[config.mk]
export PLATFORM = sky130hd
export DESIGN_NAME = tl_ul_protocol_monitor
export DESIGN_NICKNAME = d
export VERILOG_FILES = /design/src/rtl/tl_ul_protocol_monitor.sv
export SDC_FILE = /design/constraint.sdc
export NUM_CORES = 1
export LEC_CHECK = 0
export ABC_AREA = 1
export CELL_PAD_IN_SITES_DETAIL_PLACEMENT = 1
export CELL_PAD_IN_SITES_GLOBAL_PLACEMENT = 2
export CORE_UTILIZATION = 37
export DETAILED_ROUTE_END_ITERATION = 7
export DONT_BUFFER_PORTS = 1
export GPL_ROUTABILITY_DRIVEN = 0
export GPL_TIMING_DRIVEN = 0
export PLACE_DENSITY_LB_ADDON = 0.05
export SYNTH_ARGS = -nofsm -noshare
export SYNTH_HDL_FRONTEND = slang
export SYNTH_SLANG_ARGS = --single-unit
[constraint.sdc]
create_clock -name clock -period 4.9 [get_ports clock]
set_input_delay 0.98 -clock clock [delete_from_list [all_inputs] [get_ports clock]]
set_output_delay 0.98 -clock clock [all_outputs]
set_load 0.05 [all_outputs]
[src/rtl/tl_ul_protocol_monitor.sv]
// rtl/tl_ul_protocol_monitor.sv - passive TileLink-UL A/D channel protocol checker
// Define TL_MON_TIMEOUT_EN to add the response watchdog (violation code 13).
module tl_ul_protocol_monitor #(
  parameter int ADDR_W  = 32,
  parameter int DATA_W  = 32,
  parameter int SRC_W   = 2,
  parameter int SIZE_W  = 3,
  parameter int TIMEOUT = 1024
) (
  input  logic                clock,
  input  logic                reset,
  input  logic                a_valid,
  input  logic                a_ready,
  input  logic [2:0]          a_opcode,
  input  logic [2:0]          a_param,
  input  logic [SIZE_W-1:0]   a_size,
  input  logic [SRC_W-1:0]    a_source,
  input  logic [ADDR_W-1:0]   a_address,
  input  logic [DATA_W/8-1:0] a_mask,
  input  logic                d_valid,
  input  logic                d_ready,
  input  logic [2:0]          d_opcode,
  input  logic [SIZE_W-1:0]   d_size,
  input  logic [SRC_W-1:0]    d_source,
  input  logic                d_denied,
  output logic                err_pulse,
  output logic [3:0]          err_code,
  output logic [15:0]         err_count,
  output logic [SRC_W:0]      outstanding
);
  localparam int BYTES    = DATA_W / 8;
  localparam int LANE_LOG = $clog2(BYTES);
  localparam int NSRC     = 1 << SRC_W;
  localparam int BEAT_W   = (1 << SIZE_W) + 1;

  localparam logic [2:0] OP_PUT_FULL = 3'd0;
  localparam logic [2:0] OP_PUT_PART = 3'd1;
  localparam logic [2:0] OP_GET      = 3'd4;
  localparam logic [2:0] OP_ACK      = 3'd0;
  localparam logic [2:0] OP_ACK_DATA = 3'd1;

  function automatic logic [BEAT_W-1:0] beats(input logic [SIZE_W-1:0] sz);
    if (int'(sz) > LANE_LOG) return BEAT_W'(1) << (int'(sz) - LANE_LOG);
    return BEAT_W'(1);
  endfunction

  logic [NSRC-1:0]   tbl_valid, tbl_valid_nxt;
  logic [2:0]        tbl_op   [NSRC];
  logic [SIZE_W-1:0] tbl_size [NSRC];

  // a_rem/d_rem hold beats still owed after the current one; zero means the next beat is a first beat
  logic [BEAT_W-1:0] a_rem, d_rem;
  logic [2:0]        a_op_q, a_param_q, d_op_q;
  logic [SIZE_W-1:0] a_size_q, d_size_q;
  logic [SRC_W-1:0]  a_src_q, d_src_q;

  logic              a_stall_q, d_stall_q;
  logic [2:0]        sa_op, sa_param, sd_op;
  logic [SIZE_W-1:0] sa_size, sd_size;
  logic [SRC_W-1:0]  sa_src, sd_src;
  logic [ADDR_W-1:0] sa_addr;
  logic [BYTES-1:0]  sa_mask;
  logic              sd_denied;

  logic              a_fire, d_fire, a_first, d_first, d_last, d_release, a_busy, a_misalign;
  logic [BEAT_W-1:0] a_nbeats, d_nbeats;
  logic [BYTES-1:0]  a_full_mask;
  logic [ADDR_W-1:0] lane_off;
  logic [13:1]       viol;
  logic [3:0]        code;
  logic [SRC_W:0]    pop_nxt;
  logic              wd_hit;

  assign a_fire    = a_valid & a_ready;
  assign d_fire    = d_valid & d_ready;
  assign a_first   = (a_rem == '0);
  assign d_first   = (d_rem == '0);
  assign a_nbeats  = (a_opcode == OP_PUT_FULL || a_opcode == OP_PUT_PART) ? beats(a_size) : BEAT_W'(1);
  assign d_nbeats  = (d_opcode == OP_ACK_DATA) ? beats(d_size) : BEAT_W'(1);
  assign d_last    = d_first ? (d_nbeats == BEAT_W'(1)) : (d_rem == BEAT_W'(1));
  assign d_release = d_fire & d_last;
  // A response retiring this source in the same cycle frees it for the new request
  assign a_busy    = tbl_valid[a_source] & ~(d_release & (d_source == a_source));
  assign lane_off  = a_address & ADDR_W'(BYTES - 1);
  assign a_misalign = (int'(a_size) >= ADDR_W) ||
                      ((a_address & ((ADDR_W'(1) << a_size) - ADDR_W'(1))) != '0);

  always_comb begin
    a_full_mask = '0;
    for (int i = 0; i < BYTES; i++)
      a_full_mask[i] = (int'(a_size) >= LANE_LOG) || ((ADDR_W'(i) >> a_size) == (lane_off >> a_size));
  end

  always_comb begin
    viol = '0;
    if (a_valid) begin
      viol[1] = !(a_opcode inside {OP_PUT_FULL, OP_PUT_PART, OP_GET});
      viol[2] = (a_param != 3'd0);
      viol[3] = a_misalign;
      viol[4] = (a_opcode == OP_PUT_FULL || a_opcode == OP_GET) && (a_mask != a_full_mask);
      viol[5] = a_first & a_busy;
      viol[6] = !a_first && (a_opcode != a_op_q || a_size != a_size_q ||
                             a_source != a_src_q || a_param != a_param_q);
    end
    viol[7] = a_stall_q && (!a_valid || a_opcode != sa_op || a_param != sa_param ||
                            a_size != sa_size || a_source != sa_src ||
                            a_address != sa_addr || a_mask != sa_mask);
    if (d_valid) begin
      viol[8] = d_first & ~tbl_valid[d_source];
      if (tbl_valid[d_source]) begin
        viol[9]  = d_opcode != ((tbl_op[d_source] == OP_GET) ? OP_ACK_DATA : OP_ACK);
        viol[10] = d_size != tbl_size[d_source];
      end
      viol[11] = !d_first && (d_opcode != d_op_q || d_size != d_size_q || d_source != d_src_q);
    end
    viol[12] = d_stall_q && (!d_valid || d_opcode != sd_op || d_size != sd_size ||
                             d_source != sd_src || d_denied != sd_denied);
    viol[13] = wd_hit;
  end

  always_comb begin
    code = 4'd0;
    for (int c = 13; c >= 1; c--)
      if (viol[c]) code = 4'(c);
  end

  always_comb begin
    tbl_valid_nxt = tbl_valid;
    if (d_release) tbl_valid_nxt[d_source] = 1'b0;
    if (a_fire && a_first) tbl_valid_nxt[a_source] = 1'b1;
    pop_nxt = '0;
    for (int s = 0; s < NSRC; s++)
      pop_nxt = pop_nxt + (SRC_W + 1)'(tbl_valid_nxt[s]);
  end

  always_ff @(posedge clock) begin
    if (reset) begin
      tbl_valid   <= '0;
      outstanding <= '0;
      a_rem       <= '0;
      d_rem       <= '0;
      a_stall_q   <= 1'b0;
      d_stall_q   <= 1'b0;
      err_pulse   <= 1'b0;
      err_code    <= 4'd0;
      err_count   <= 16'd0;
    end else begin
      tbl_valid   <= tbl_valid_nxt;
      outstanding <= pop_nxt;
      a_stall_q   <= a_valid & ~a_ready;
      d_stall_q   <= d_valid & ~d_ready;
      if (a_fire) a_rem <= a_first ? a_nbeats - BEAT_W'(1) : a_rem - BEAT_W'(1);
      if (d_fire) d_rem <= d_first ? d_nbeats - BEAT_W'(1) : d_rem - BEAT_W'(1);
      err_pulse <= |viol;
      if (|viol && err_code == 4'd0) err_code <= code;
      if (|viol && err_count != 16'hFFFF) err_count <= err_count + 16'd1;
    end
  end

  // Payload registers are only read when qualified by the flags above, so they need no reset
  always_ff @(posedge clock) begin
    if (a_fire && a_first) begin
      tbl_op[a_source]   <= a_opcode;
      tbl_size[a_source] <= a_size;
      a_op_q             <= a_opcode;
      a_param_q          <= a_param;
      a_size_q           <= a_size;
      a_src_q            <= a_source;
    end
    if (d_fire && d_first) begin
      d_op_q   <= d_opcode;
      d_size_q <= d_size;
      d_src_q  <= d_source;
    end
    sa_op     <= a_opcode;
    sa_param  <= a_param;
    sa_size   <= a_size;
    sa_src    <= a_source;
    sa_addr   <= a_address;
    sa_mask   <= a_mask;
    sd_op     <= d_opcode;
    sd_size   <= d_size;
    sd_src    <= d_source;
    sd_denied <= d_denied;
  end

`ifdef TL_MON_TIMEOUT_EN
  logic [15:0] wd_cnt;

  assign wd_hit = (outstanding != '0) && !d_fire && (wd_cnt == 16'(TIMEOUT - 1));

  always_ff @(posedge clock) begin
    if (reset || outstanding == '0 || d_fire || wd_hit) wd_cnt <= 16'd0;
    else                                                wd_cnt <= wd_cnt + 16'd1;
  end
`else
  assign wd_hit = 1'b0;
`endif

endmodule

==> impl.org <==
** Outcome
- Outcome :: completed

** Timing
- Final clock period utilization by the worst path :: 0.780
- Slew Limit Headroom :: 0.363
- Actual slew at the worst max-slew pin :: 0.952 ns
- Aggregate negative setup slack :: 0 ns
- Max Clock Freq :: 262 MHz
- Unrepaired setup endpoints after global routing :: false
- The total count of max-transition violations in the final report was 0.
- Total count of hold-check failures in the final report :: 0
- Final Hold Slack :: 0.478 ns
- Setup violations remaining at the end of the flow were counted as 0.
- Largest clock skew in the final design :: 0.0157 ns
- The smallest clock period supported by the final layout is computed as 3.82 ns.

** Floorplanning
- Core Rows :: 52
- Std-Cell Core Area :: 20400 µm²
- Number of primary I/O pins :: 86
- The die is 147 µm wide.
- Die height :: 147 µm
- Starting utilization of the core area :: 0.380
- The floorplan step defined a die boundary enclosing 21500 µm².

** Power and ir drop
- Power density relative to cell area :: 356 nW/µm²
- In this run the static leakage power is 3.85 nW.
- The worst-case IR drop observed on VDD is 0.234 mV.
- Tot Pwr :: 0.00309 W

** Logic synthesis
- By area, the combinational part of the netlist is dominated by simple AND/OR/NAND/NOR gates.
- The synthesized design spends more area on one cell type than any other, namely sky130_fd_sc_hd__dfxtp_1.
- Arithmetic-cell share of the synthesized area counting full adders, half adders and majority gates :: 0.0317
- Synth Area per Inst :: 7.72 µm²
- After synthesis the cells add up to 7730 µm².
- For this run, asynchronously set or reset flops after synthesis account for 0.
- Ranking of synthesized cells by area :: sky130_fd_sc_hd__dfxtp_1 27%, sky130_fd_sc_hd__edfxtp_1 17%, sky130_fd_sc_hd__nand2_1 12%
- Number of flops mapped to enable cells by yosys :: 43
- Post-Synth Simple-Gate Area :: 0.287
- Of the total synthesized cell area, the portion taken by XOR and XNOR cells is 0.0578.
- Synth Flop Type :: sky130_fd_sc_hd__dfxtp_1
- Synthesis Warnings :: 0
- Synthesized instance count :: 1002
- The compound-cell area share of the yosys netlist is 0.0945.
- Post-Synthesis Net Count :: 1083
- Mux contribution to synthesized area :: 0
- Sequential area share after synthesis :: 0.436
- Top-area cell type share of the netlist area :: 0.269
- Netlist cell types :: 53
- Total of flip-flops plus latches after synthesis :: 147

** Placement
- Once placement finished, the instance area stood at 8070 µm².
- Count of input and output buffers :: 0
- Detailed placement finished with a half-perimeter wire length of 16500 µm.

** Layout
- Combined area of the multi-input logic cells :: 3640 µm²
- Storage element area :: 3370 µm²
- Filler cells :: 2506
- The library cell used most frequently in the layout, excluding fill and tap cells, is sky130_fd_sc_hd__nand2_1.
- Ant diodes :: 0
- Of the cells placed in the final design, the portion with a size suffix greater than 1 is 0.106.
- The library cells used most frequently in the layout, excluding fill and tap cells, are 244 x sky130_fd_sc_hd__nand2_1, 139 x sky130_fd_sc_hd__inv_1, 106 x sky130_fd_sc_hd__nor2_1.
- Post-route cell area :: 8680 µm²
- For this run, the post-layout net count is 1102.
- At the end of the flow the core is filled with cells to 0.426.
- Relative to the synthesized area, the layout overhead comes to 12.2%.

** Route
- Met2 wire length :: 10100 µm
- Average via count per standard cell :: 4.79
- Uppermost metal layer occupied by signal nets :: met4
- For this run, design rule violations remaining after detail routing come to 0.
- The count of nets left with antenna violations once routing finished came out at 0.
- Routed via count :: 6244
- Met3 Wirelength :: 640 µm
- Total routed wirelength :: 21000 µm
- Initial DRT Pass Iterations :: 4
- Wire length per cell after detailed routing :: 16.1 µm
- For this block, the initial DRC count from the detailed router was 230.
- After detailed routing, the wire length on met1 is 10100 µm.

** Critical path
- STA classifies the critical path endpoint as a flop.
- At the worst endpoint, the arrival time is 4.16 ns.
- Class of the most critical setup path :: primary input to flop
- Maximum net fanout on the critical path :: 12
- The worst setup path is launched from a primary input.
- STA puts the critical path data required time at 5.24 ns.

** Global routing
- Number of global-route vias before repair :: 6498
- For this run, the total global-route usage over all layers was measured as 0.208.
- The total overflow left after global routing is 0.
- The first global-routing pass estimated 34400 µm of wire.
- The number of antenna violations at the first check in global routing came to 0.
- Entering global routing, the biggest net connects 19 pins.

** CTS
- Cts bufs inserted :: 17
- Number of hold buffers added after CTS :: 0
- The longest clock path from root to sink contains 2 buffers.
- TritonCTS built the clock tree.
- Once the clock tree was built, the resizer swapped 0 gates to a different size.
- CTS H-tree depth :: 4
- Cell at the root of the clock tree :: sky130_fd_sc_hd__clkbuf_16
- At the later pin of the worst-skew pair, clock insertion delay measures 0.43 ns.
- Post-CTS timing repair inserted 0 buffers for setup.
- Clk sinks :: 147
- After clock tree synthesis, the clock-pin slew on the worst setup and hold paths is 0.07 ns.

** Run
- Count of maximum capacitance violations :: 0

** Hold path
- Hold/Removal Path Class :: flop to flop
## state kept, by name (all words and copies together), names as in the netlist, 3 cells and up
name	count
a_size_q	3
sa_addr	32
d_size_q	3
d_rem	9
tbl_op	12
a_rem	9
sa_mask	4
tbl_valid	4
d_op_q	3
err_count	16
tbl_size	12
sd_size	3
a_param_q	3
a_op_q	3
sa_size	3
sd_op	3
sa_param	3
sa_op	3
outstanding	3
err_code	4
## final timing paths
kind / cells after the start / from / slack [ns] / to
setup / recovery: 11 / a_ready / 1.08 / outstanding[1]
hold / removal: 2 / a_rem[8] / 0.48 / a_rem[8]
setup reg to reg: 14 / a_rem[1] / 1.16 / outstanding[1]
hold reg to reg: 2 / a_rem[8] / 0.48 / a_rem[8]
## power by group
group          switching [W]  internal [W]
combinational       0.000250      0.000142
sequential         0.0000659       0.00131
clock               0.000635      0.000691
total               0.000951       0.00214
## cell families after synthesis
| kind of cell | Yosys count |
|---|---|
| AND/OR/NAND/NOR | 496 |
| XOR/XNOR | 51 |
| adder cells (fa/ha/maj) | 19 |
| AO/OA/AOI/OAI | 116 |
| flip-flops | 147 |
| buffers and inverters | 173 |
## worst max-delay path, stage by stage
cell                      delay [ns]
sky130_fd_sc_hd__nand2_1        0.21
sky130_fd_sc_hd__nor2_1         0.81
sky130_fd_sc_hd__inv_1          0.20
sky130_fd_sc_hd__nor2_1         0.59
sky130_fd_sc_hd__inv_1          0.14
sky130_fd_sc_hd__nand2_1        0.13
sky130_fd_sc_hd__fa_1           0.43
sky130_fd_sc_hd__ha_1           0.20
sky130_fd_sc_hd__ha_1           0.27
sky130_fd_sc_hd__inv_1          0.03
sky130_fd_sc_hd__nor2_1         0.16
## synthesized netlist by cell type (all sizes together), types with 2 or more instances
master   count
nand2      268
inv        153
nor2       112
dfxtp      104
nand3       57
a21oi       43
edfxtp      43
o21ai       36
xor2        28
nor3        27
xnor2       23
ha          18
nand4       17
buf         11
clkbuf       8
nor4         6
o31ai        5
or2          5
a211oi       4
a221oi       4
a31oi        4
o211ai       4
a22oi        3
o2111ai      3
o221ai       3
nand3b       2
o21bai       2
o22ai        2
## layer usage
| layer | GRT usage | vias up |
|---|---|---|
| met1 | 0.266 | 2895 |
| li1 | - | 3257 |
| met2 | 0.357 | 80 |
| met4 | 0.0516 | 0 |
| met5 | 0 | - |
| met3 | 0.0453 | 12 |
## per-stage QoR
stage	setup slack (ns)	instances
6_report	1.08	1304
5_1_grt	0.689	1304
3_5_place_dp	0.575	1272
3_3_place_gp	0.612	1272
4_1_cts	1.01	1304
2_1_floorplan	1.16	1002
## area by class of cell
type | instances | area share
Multi-Input combinational cell | 682 | 0.420
Sequential cell | 147 | 0.389
Clock inverter | 15 | 0.0208
Clock buffer | 17 | 0.0490
Tap cell | 270 | 0.0389
Inverter | 154 | 0.0669
Buffer | 19 | 0.0157
Power figures use the tool's default switching activity.
